[config.mk]
export PLATFORM = sky130hd
export DESIGN_NAME = inst_fetch_buf
export DESIGN_NICKNAME = d
export VERILOG_FILES = /design/src/rtl/fetch_pkg.sv /design/src/rtl/fetch_fifo.sv /design/src/rtl/inst_fetch_buf.sv
export SDC_FILE = /design/constraint.sdc
export NUM_CORES = 1
export LEC_CHECK = 0
export CORE_ASPECT_RATIO = 1.1
export CORE_MARGIN = 3
export CORE_UTILIZATION = 49
export DETAILED_ROUTE_END_ITERATION = 8
export PLACE_DENSITY = 0.86
export SLEW_MARGIN = 30
export SYNTH_ARGS = -nofsm -noshare
export SYNTH_HDL_FRONTEND = slang
export SYNTH_SLANG_ARGS = --single-unit
[constraint.sdc]
create_clock -name CLK -period 2.9 [get_ports CLK]
set_input_delay 0.58 -clock CLK [delete_from_list [all_inputs] [get_ports CLK]]
set_output_delay 0.58 -clock CLK [all_outputs]
set_load 0.005 [all_outputs]
[src/rtl/fetch_pkg.sv]
// Shared types for the instruction fetch stage: FSM states, NOP encoding and
// the buffered fetch entry.
package fetch_pkg;

  typedef enum logic [1:0] {
    IDLE = 2'd0,
    WAIT = 2'd1,
    DROP = 2'd2
  } fetch_state_e;

  localparam logic [31:0] NOP_INST = 32'h0000_0000;

  typedef struct packed {
    logic [31:0] pc;
    logic [31:0] inst;
  } fetch_entry_t;

  function automatic logic [31:0] align_word(input logic [31:0] addr);
    return addr & ~32'h0000_0003;
  endfunction

endpackage

[src/rtl/fetch_fifo.sv]
// Prefetch FIFO holding {pc, inst} entries; clear wins over push and pop.
module fetch_fifo
  import fetch_pkg::*;
#(
  parameter int DEPTH = 4
) (
  input  logic                     clk,
  input  logic                     rst,
  input  logic                     clear,
  input  logic                     push,
  input  fetch_entry_t             push_data,
  input  logic                     pop,
  output fetch_entry_t             head,
  output logic [$clog2(DEPTH):0]   count
);

  localparam int AW = $clog2(DEPTH);
  localparam int CW = AW + 1;

  fetch_entry_t   mem [DEPTH];
  logic [AW-1:0]  wr_ptr;
  logic [AW-1:0]  rd_ptr;
  logic           do_push;
  logic           do_pop;

  // Guard against popping empty or pushing into a full FIFO without a pop.
  always_comb begin
    do_pop  = pop && (count != '0);
    do_push = push && ((count < CW'(DEPTH)) || do_pop);
  end

  // Pointer and occupancy bookkeeping.
  always_ff @(posedge clk or posedge rst) begin
    if (rst) begin
      wr_ptr <= '0;
      rd_ptr <= '0;
      count  <= '0;
    end else if (clear) begin
      wr_ptr <= '0;
      rd_ptr <= '0;
      count  <= '0;
    end else begin
      if (do_push) wr_ptr <= wr_ptr + AW'(1);
      if (do_pop)  rd_ptr <= rd_ptr + AW'(1);
      count <= count + CW'(do_push) - CW'(do_pop);
    end
  end

  // Entry storage; contents are only meaningful below count, so no reset.
  always_ff @(posedge clk) begin
    if (do_push && !clear) mem[wr_ptr] <= push_data;
  end

  assign head = mem[rd_ptr];

endmodule

[src/rtl/inst_fetch_buf.sv]
// Fetch stage: owns the fetch PC, keeps one request outstanding to a
// variable-latency memory and buffers responses ahead of IF/ID.
module inst_fetch_buf
  import fetch_pkg::*;
#(
  parameter int          DEPTH    = 4,
  parameter logic [31:0] RESET_PC = 32'h0000_0000
) (
  input  logic        CLK,
  input  logic        Reset,
  input  logic        Stall,
  input  logic        Redirect,
  input  logic [31:0] RedirTarg,
  output logic        ImemReq,
  output logic [31:0] ImemAddr,
  input  logic        ImemAck,
  input  logic [31:0] ImemData,
  output logic        I_Valid,
  output logic [31:0] I_PC,
  output logic [31:0] I_PC4,
  output logic [31:0] I_Inst
);

  localparam int CW = $clog2(DEPTH) + 1;

  fetch_state_e  state;
  logic [31:0]   fetch_pc;
  logic [31:0]   target;
  logic [CW-1:0] count;
  logic [CW-1:0] count_next;
  logic          push;
  logic          pop;
  logic          credit;
  fetch_entry_t  push_entry;
  fetch_entry_t  head;

  // Credit uses next-cycle occupancy, so a push or pop this cycle is accounted.
  always_comb begin
    target     = align_word(RedirTarg);
    push       = ImemAck && (state == WAIT) && !Redirect;
    pop        = I_Valid && !Stall && !Redirect;
    count_next = count + CW'(push) - CW'(pop);
    credit     = count_next < CW'(DEPTH);
    push_entry = '{pc: ImemAddr, inst: ImemData};
  end

  fetch_fifo #(.DEPTH(DEPTH)) u_fifo (
    .clk       (CLK),
    .rst       (Reset),
    .clear     (Redirect),
    .push      (push),
    .push_data (push_entry),
    .pop       (pop),
    .head      (head),
    .count     (count)
  );

  // Request FSM; ImemReq and ImemAddr are registered alongside the state.
  always_ff @(posedge CLK or posedge Reset) begin
    if (Reset) begin
      state    <= IDLE;
      ImemReq  <= 1'b0;
      ImemAddr <= align_word(RESET_PC);
      fetch_pc <= align_word(RESET_PC);
    end else begin
      case (state)
        IDLE: begin
          if (Redirect) begin
            fetch_pc <= target;
          end else if (credit) begin
            state    <= WAIT;
            ImemReq  <= 1'b1;
            ImemAddr <= fetch_pc;
            fetch_pc <= fetch_pc + 32'd4;
          end
        end
        WAIT: begin
          if (Redirect) begin
            fetch_pc <= target;
            if (ImemAck) begin
              state   <= IDLE;
              ImemReq <= 1'b0;
            end else begin
              state <= DROP;
            end
          end else if (ImemAck) begin
            if (credit) begin
              ImemAddr <= fetch_pc;
              fetch_pc <= fetch_pc + 32'd4;
            end else begin
              state   <= IDLE;
              ImemReq <= 1'b0;
            end
          end
        end
        DROP: begin
          if (Redirect) fetch_pc <= target;
          if (ImemAck) begin
            state   <= IDLE;
            ImemReq <= 1'b0;
          end
        end
        default: begin
          state   <= IDLE;
          ImemReq <= 1'b0;
        end
      endcase
    end
  end

  // Head presentation; an empty buffer shows PC 0 and a NOP.
  always_comb begin
    I_Valid = (count != '0);
    I_PC    = I_Valid ? head.pc : 32'h0000_0000;
    I_Inst  = I_Valid ? head.inst : NOP_INST;
    I_PC4   = I_PC + 32'd4;
  end

endmodule

==> results.yml <==
status:
  outcome: "finished with violations"
  violations: "setup timing"
power_and_ir_drop:
  p_seq_share_pct: 37.1
  power.internal_mw: 12.2
  total_power_mw: 17.9
  sw_frac_of_total_pct: 31.7
  powerDensity_nw_per_um2: 953
  p_switching_mw: 5.66
  power_leakage_nw: 7.25
  power_frac_comb_pct: 41.4
  pwr-share-clk_pct: 21.4
  ir_drop_v: 0.000713
placed_design:
  dp_hpwl_um: 22300
  port_buffers: 190
  dpl_worst_slack_ns: -0.508
  gp_congestion: 0.883
  placed_area_um2: 16900
timing:
  period_needed_ns: 3.71
  final.setup.tns_ns: -22.03
  layout_setup_ws_ns: -0.814
  fmax_ghz: 0.269
  hold_viol: 0
  finalCritPeriodShare_pct: 128
  rsz0062_at_grt: "true"
  finClkSkew_ns: 0.0199
  maxSlewHeadroom_pct: 56.6
  maxSlewViolCount: 0
  setup_violations: 80
  tightestPinTransition_ns: 0.649
floorplanning:
  core.rowCount: 63
  ios: 199
  coreArea_um2: 27300
  dieArea_um2: 30100
  die_h_um: 182
  die_x_um: 166
  initial_core_util_pct: 50.3
clocking:
  path_clk_slew_ns: 0.06
  root_buffer: "clkbuf_16"
  cts_buffers: 29
  htreeDepth: 1
  clock_latency_ns: 0.55
  cts_tree: "built"
  numClockSinks: 318
  clockBufferDepth: 3
grt:
  grt-ovfl-total: 0
  grt_antenna_before_repair: 0
  grtUsageTotal_pct: 21.7
  grt_max_degree: 41
  grt_pass1_vias: 9173
  grt_pass1_wl_um: 52000
critical_path:
  cp_num_buf_inv: 5
  end_kind: "primary output"
  crit_chain: "mux4_2 > buf_6 > nand3_4 > nor4_4 > buf_4 > nand4_1 > buf_6 > buf_6 > nor2_4 > xor2_1 > buf_2"
  critical_path_depth: 11
  r2r_cells: 13
  slowest_delay_ns: 0.56
  worstPathRequired_ns: 2.32
  cp_common_cell: "buf_6"
  crit_slowest_cell: "dfrtp_4"
  crit_family: "buffers and inverters"
  cp-start-kind: "register"
  arrival_ns: 3.13
  critPathMaxFanout: 7
  critPathKind: "reg2out"
yosys:
  synth.top_cell.area_share_pct: 54.2
  netlist_area_um2: 13700
  synth_seq_cells: 318
  yosysWarningCount: 0
  syn_inst: 876
  postSynthAreaPerCell_um2: 15.7
  synth-seq-area-share_pct: 67.0
  synth_edf_count: 248
  synth-async-reset-ratio_pct: 22.0
  netlist.top_cell.by_area: "edfxtp_1"
  synth_cell_types: 62
  synth.area.top_cells: "edfxtp_1, dfrtp_1, mux4_2, and2_1, mux2_2"
  synth-main-ff-cell: "edfxtp_1"
final_layout:
  final_common_cell: "edfxtp_1"
  layout-drive-gt1-share_pct: 36.7
  layout_common_cells: "edfxtp_1, clkdlybuf4s50_1, buf_4"
  num-nets-final: 1279
  fin_area_um2: 18800
  area_growth_pct: 36.7
  antenna-diode-count: 0
routing:
  drtPass1Iterations: 5
  wl_um: 33900
  ant_nets: 0
  viasPerCell: 5.72
  vias: 9038
  wl_per_cell_um: 21.5
  drt_iter0_markers: 712
  drcViolationCount: 0
flow_run:
  cap_violations: 0
min_path:
  min_path_type: "in2async"
==> repair_timing <==
item | in CTS | in global routing
pin swaps | 37 | 34
setup endpoints to repair | 98 | 153
buffers inserted | 21 | 24
cloned | 1 | 1
resized for setup | 304 | 116
hold buffers | 0 | 0
==> stage by stage <==
stage	utilization [%]	hold WS (ns)	cells
2_1_floorplan	-	0.472	881
3_3_place_gp	62.1	0.502	1489
3_5_place_dp	62.1	0.514	1489
4_1_cts	67.5	0.444	1563
5_1_grt	68.8	0.493	1579
6_report	68.8	0.452	1579
==> logic make-up after synthesis <==
logic type               count (synthesis)  share of synthesized area, %
flip-flops                             318                          67.0
XOR/XNOR                                31                          2.03
buffers and inverters                   76                          2.52
other                                    1                        0.0273
AND/OR/NAND/NOR                        222                          8.92
adder cells (fa/ha/maj)                 11                          1.06
multiplexers                            94                          13.1
AO/OA/AOI/OAI                          123                          5.33
==> sequential cells by signal, indices dropped and copies added (netlist names) <==
name	flops
u_fifo.mem	248
ImemAddr	30
fetch_pc	30
u_fifo.count	3
state	2
u_fifo.rd_ptr	2
u_fifo.wr_ptr	2
ImemReq	1
==> metal layers <==
layer	routed length, um	GRT usage [%]	part of all wire, %
met5	0	0	0
met4	844	5.32	2.5
met3	2500	3.51	7.4
met2	17000	36.7	50
met1	13600	29.7	40
==> area by class of cell <==
cell class | instances | area, um2
inverter | 25 | 96.3
fill | 1731 | 8500
clock inverter | 17 | 186
tap | 357 | 447
multi-input combinational | 487 | 4690
sequential | 318 | 9200
clock buffer | 37 | 776
timing repair buffer | 338 | 3370
==> power by group through the flow <==
stage / combinational [mW] / clock, mW / sequential [mW]
final: 7.41 / 3.84 / 6.64
after global routing: 7.90 / 4.08 / 6.75
after CTS: 6.93 / 3.90 / 6.60
after detailed placement: 6.56 / 0 / 6.70
after global placement: 6.40 / 0 / 6.63
after floorplan: 3.24 / 0 / 6.35
==> cell usage after synthesis, drive strengths merged (2+ instances only) <==
library cell / count
a21boi: 2
a21o: 2
a21oi: 32
a311oi: 2
a31oi: 29
and2: 60
and3: 4
and4: 3
buf: 20
clkbuf: 31
dfrtp: 70
edfxtp: 248
ha: 10
inv: 24
mux2: 30
mux4: 63
nand2: 58
nand2b: 4
nand3: 26
nand3b: 2
nand4: 14
nor2: 23
nor2b: 2
nor3: 9
nor4: 6
o21ai: 29
o21bai: 3
o22ai: 13
o31ai: 2
o32ai: 3
or2: 6
or3: 2
or4: 2
xnor2: 17
xor2: 14
==> worst paths after layout <==
kind / start / to / slack, ns
worst max-delay path: u_fifo.rd_ptr[0] / I_PC4[31] / -0.81
worst min-delay path: Reset / fetch_pc[12] / 0.45
min in group CLK: fetch_pc[31] / fetch_pc[31] / 0.53
max in group asynchronous: Reset / u_fifo.rd_ptr[0] / 1.77
worst max register to register: u_fifo.count[0] / ImemAddr[29] / 0.08
worst min register to register: fetch_pc[31] / fetch_pc[31] / 0.53
Note: power is estimated with default switching activity, not from simulation.
==> variant 1 (same settings) <==
`DEPTH` is set to 4 in 2 places; all go to 2.
--- a/src/rtl/fetch_fifo.sv
+++ b/src/rtl/fetch_fifo.sv
@@ -2,7 +2,7 @@
 module fetch_fifo
   import fetch_pkg::*;
 #(
-  parameter int DEPTH = 4
+  parameter int DEPTH = 2
 ) (
   input  logic                     clk,
   input  logic                     rst,
--- a/src/rtl/inst_fetch_buf.sv
+++ b/src/rtl/inst_fetch_buf.sv
@@ -3,7 +3,7 @@
 module inst_fetch_buf
   import fetch_pkg::*;
 #(
-  parameter int          DEPTH    = 4,
+  parameter int          DEPTH    = 2,
   parameter logic [31:0] RESET_PC = 32'h0000_0000
 ) (
   input  logic        CLK,
Formal check against the unedited RTL: not equivalent (Yosys sat finds a counterexample within 4 cycles, from zero or initial values and one cycle with Reset high).
==> variant 1 against the unedited design <==
The flow still finishes with violations (setup timing). Sequential share of layout area decreased by 6.2 points. Power decreased by 53%. Die area decreased by 34%. Count of clock-buffer cells in the layout decreased by 20. Cell count decreased by 21%. Synthesized area decreased by 35%. Hold slack improved by 0.035 ns. Design area decreased by 33%. Routed wire length decreased by 31%. Setup slack improved by 0.48 ns. Via count decreased by 25%. Sequential cell count decreased by 127.
==> variant 1: results (changes against the unedited design) <==
outcome=complete, but fails checks; violated checks=setup timing; DP Area=11600 µm² (-32%); Post-synth ARST share=35.1% (+13 points); Clock Tree Buf Depth=2 (-1); Mean Syn Cell Area=12.2 µm² (-22%); Leak=4.88 nW (-33%); cell row count=51 (-19%); drt wl/cell=18.9 µm (-12%); first-pass GRT wire length=35900 µm (-31%); Netlist cell types=59 (-4.8%); largest net degree at the start of global routing=63 (+54%); nets=1064 (-17%); Arr. time, crit path=2.65 ns (-0.48 ns); setup ws final=-0.331 ns (+0.482 ns); Area contributors post-synth=edfxtp_1 42%, dfrtp_1 19%, mux2i_1 7.1%, nor2_1 3.7%, mux2_1 3.7%; CTS Buf Count=17 (-41%); Finish-stage setup viols=24 (-70%); Clk Latency, worst-skew pair=0.44 ns (-0.11 ns); Synth top cells by count=124 x edfxtp_1, 89 x nor2_1, 67 x dfrtp_1; Post-DP HPWL=15600 µm (-30%); Worst Skew=0.0125 ns (-0.00740 ns); fillers=1156 (-33%); H-Tree Depth=4 (+3); vias in the first global route=6840 (-25%); Post-Route WL=23500 µm (-31%); critical path peak fanout=6 (-1); WHS=0.487 ns (+0.0346 ns); Peak VDD IR=0.000477 V (-33%); GRT Overall Usage=23.0% (+1.4 points); post-placement setup slack=-0.251 ns (+0.258 ns); setup TNS=-4.54 ns (+17.50 ns); Slew headroom=64.1% (+7.5 points)
[variant 1: worst max-delay path, stage by stage (launching register included)]
cell,delay [ns]
dfrtp_4,0.53
buf_6,0.16
nand3b_4,0.15
a211oi_2,0.21
and3_4,0.27
nand4_4,0.14
buf_6,0.16
nor4_4,0.28
xor2_1,0.17
buf_2,0.13
[variant 1: cell type report]
cell class | instances | area, µm² | share of cell area, %
flip-flops and latches | 191 | 5400 | 42.9
multi-input cells | 483 | 3560 | 28.2
repair buffers | 285 | 2710 | 21.5
clock buffers | 17 | 425 | 3.37
well taps | 238 | 298 | 2.36
clock inverters | 15 | 171 | 1.36
inverters | 12 | 45.0 | 0.357
[variant 1: what timing repair did]
action,4_1_cts,5_1_grt
setup buffers,23,9
gates cloned,0,1
pin swaps,32,27
endpoints found under the setup margin,56,42
resized for setup,147,36
[variant 1: worst paths after layout]
kind                                  from                 to  slack, ns  depth (start not counted)
min                                  Reset        fetch_pc[5]       0.49                          2
max                          u_fifo.rd_ptr          I_PC4[31]      -0.33                          9
min reg2reg                   ImemAddr[31]  u_fifo.mem[0][63]       0.50                          0
max in group asynchronous            Reset      u_fifo.rd_ptr       1.78                          3
max reg2reg                u_fifo.count[1]       ImemAddr[21]       0.43                         10
min in group CLK              ImemAddr[31]  u_fifo.mem[0][63]       0.50                          0
[variant 1: cells by family (layout without fill, tap and decap cells)]
group,Yosys count,after routing,share of synthesized area (%)
buffers and inverters,61,329,3.75
AND/OR/NAND/NOR,231,231,13.1
AO/OA/AOI/OAI,116,116,7.95
multiplexers,93,93,10.8
other,1,6,0.0419
XOR/XNOR,32,32,3.22
flip-flops,191,191,60.4
adder cells (fa/ha/maj),5,5,0.700
[variant 1: power breakdown]
group	internal, mW	switching, mW
sequential	3.40	0.472
combinational	1.25	1.01
clock	1.23	1.10
[variant 1: layer usage]
metal / part of all wire (%) / vias to the layer above / GRT usage, %
li1: - / 3189 / -
met1: 39 / 3337 / 28.2
met2: 53 / 231 / 40.5
met3: 5.3 / 40 / 4.87
met4: 2.3 / 0 / 7.79
met5: 0 / - / 0
==> variant 2 (same settings) <==
Made on the original files. Encoding of `fetch_state_e`: now one-hot (3 bits for 3 states).
--- a/src/rtl/fetch_pkg.sv
+++ b/src/rtl/fetch_pkg.sv
@@ -2,10 +2,10 @@
 // the buffered fetch entry.
 package fetch_pkg;
 
-  typedef enum logic [1:0] {
-    IDLE = 2'd0,
-    WAIT = 2'd1,
-    DROP = 2'd2
+  typedef enum logic [2:0] {
+    IDLE = 3'b001,
+    WAIT = 3'b010,
+    DROP = 3'b100
   } fetch_state_e;
 
   localparam logic [31:0] NOP_INST = 32'h0000_0000;
Function: no difference found for any inputs over 4 cycles, from zero or initial values and one cycle with Reset high; so few cycles prove little.
==> variant 2 against the unedited design <==
The flow still finishes with violations (setup timing). Highest routed layer unchanged. Setup slack better by 0.036 ns. Synthesized area grew 0.26%. Non-clock buffer count is 42 higher. Power is 5.7% lower. Sequential cell count grew 1. Critical path type unchanged. Routed wire length grew 6.5%. Design area up 2.8%. Fmax is 0.98% higher. Core utilization increased by 1.9 points.
==> variant 2: results (changes against the unedited design) <==
outcome=complete, but fails checks; violated checks=setup timing; drt wl/cell=22.3 µm (+3.6%); Reg2Reg Depth=11 (-2); Slew headroom=66.1% (+9.4 points); GP Congestion=0.878 (-0.57%); Clock Power Share=22.2% (+0.8 points); Post-DP HPWL=21700 µm (-2.6%); H-Tree Depth=1 (unchanged); Synth Area in Compound Gates=4.64% (-0.69 points); fin cells=1622 (+2.7%); first-pass GRT wire length=54000 µm (+3.8%); Post-synth EDFFs=248 (unchanged); share of cells above drive strength 1=42.0% (+5.2 points); Post-Syn Instances=875 (-0.11%); Finish-stage setup viols=81 (+1.3%); largest net degree at the start of global routing=58 (+41%); CP top delay family=simple AND/OR/NAND/NOR gates; total internal power=11.7 mW (-4.7%); Placed Cells=1473 (-1.1%); CTS Buf Count=31 (+6.9%); Synth top cells by count=248 x edfxtp_1, 70 x dfrtp_1, 65 x and2_1; critical path peak fanout=6 (-1); post-synthesis sequential area ratio=67.0% (about the same); Post-synth ARST share=22.3% (+0.24 points); DP Area=16900 µm² (-0.40%); setup ws final=-0.778 ns (+0.0359 ns); Clk Latency, worst-skew pair=0.56 ns; Initial DRC Count=701 (-1.5%); Arr. time, crit path=3.10 ns (-0.03 ns); Peak VDD IR=0.000627 V (-12%); pwr/cell area=874 nW/µm² (-8.2%); mux contribution to synthesized area=13.2% (+0.038 points); Leak=7.44 nW (+2.5%); GRT Overall Usage=22.6% (+0.98 points); Seq group=6.47 mW (-3%); Synth Area in XOR/XNOR=2.22% (+0.19 points); drt via density=5.77 (+0.72%); Worst Skew=0.0145 ns (-0.00539 ns); vias in the first global route=9581 (+4.4%); post-placement setup slack=-0.524 ns (-0.0161 ns); Critical Path Max Stage Delay=0.49 ns (-0.07 ns); nets=1320 (+3.2%); Clock Tree Buf Depth=3 (unchanged); Area contributors post-synth=edfxtp_1 54%, dfrtp_1 13%, mux4_2 10%, and2_1 3.0%, mux2_2 2.5%
==> variant 2: through the flow <==
step	hold WS, ns	setup TNS [ns]
finish	0.315	-31.15
global route	0.340	-37.22
CTS	0.311	-23.87
detailed placement	0.512	-21.96
global placement	0.508	-17.17
floorplan	0.468	0
==> variant 2: final timing paths <==
| kind | start | endpoint | slack (ns) |
|---|---|---|---|
| worst max-delay path | u_fifo.rd_ptr[0] | I_PC4[19] | -0.78 |
| worst min-delay path | Reset | ImemReq | 0.32 |
| worst max register to register | u_fifo.count[0] | ImemAddr[25] | 0.16 |
| worst min register to register | fetch_pc[25] | fetch_pc[25] | 0.53 |
| max in group asynchronous | Reset | fetch_pc[30] | 1.97 |
| min in group CLK | fetch_pc[25] | fetch_pc[25] | 0.53 |
==> variant 2: cell families (layout without fill, tap and decap cells) <==
kind of cell	count (synthesis)	after routing
compound gates	107	107
flops	319	319
other cells	1	6
fa+ha+maj	11	11
buf+inv	70	455
simple gates	234	234
xor+xnor	34	34
mux	99	99
==> variant 2: per-layer routing <==
| metal | vias up | global-route usage [%] | wire length (µm) |
|---|---|---|---|
| met4 | 0 | 8.75 | 1250 |
| met5 | - | 0 | 0 |
| met2 | 467 | 39.2 | 18600 |
| met1 | 4718 | 28.9 | 14000 |
| li1 | 4077 | - | - |
| met3 | 89 | 3.57 | 2260 |
==> variant 2: timing repair <==
action,CTS,global route
gates resized for setup,453,130
gates cloned,3,2
pin swaps,46,32
setup endpoints to repair,92,133
buffers inserted,58,34
==> variant 2: layout make-up <==
type	instances	area, µm²	area share, %
clock buffer	40	830	4.30
clock inverter	18	115	0.596
inverter	17	63.8	0.331
multi-input combinational	491	4750	24.6
sequential	319	9230	47.8
tap	357	447	2.31
timing repair buffer	380	3860	20.0
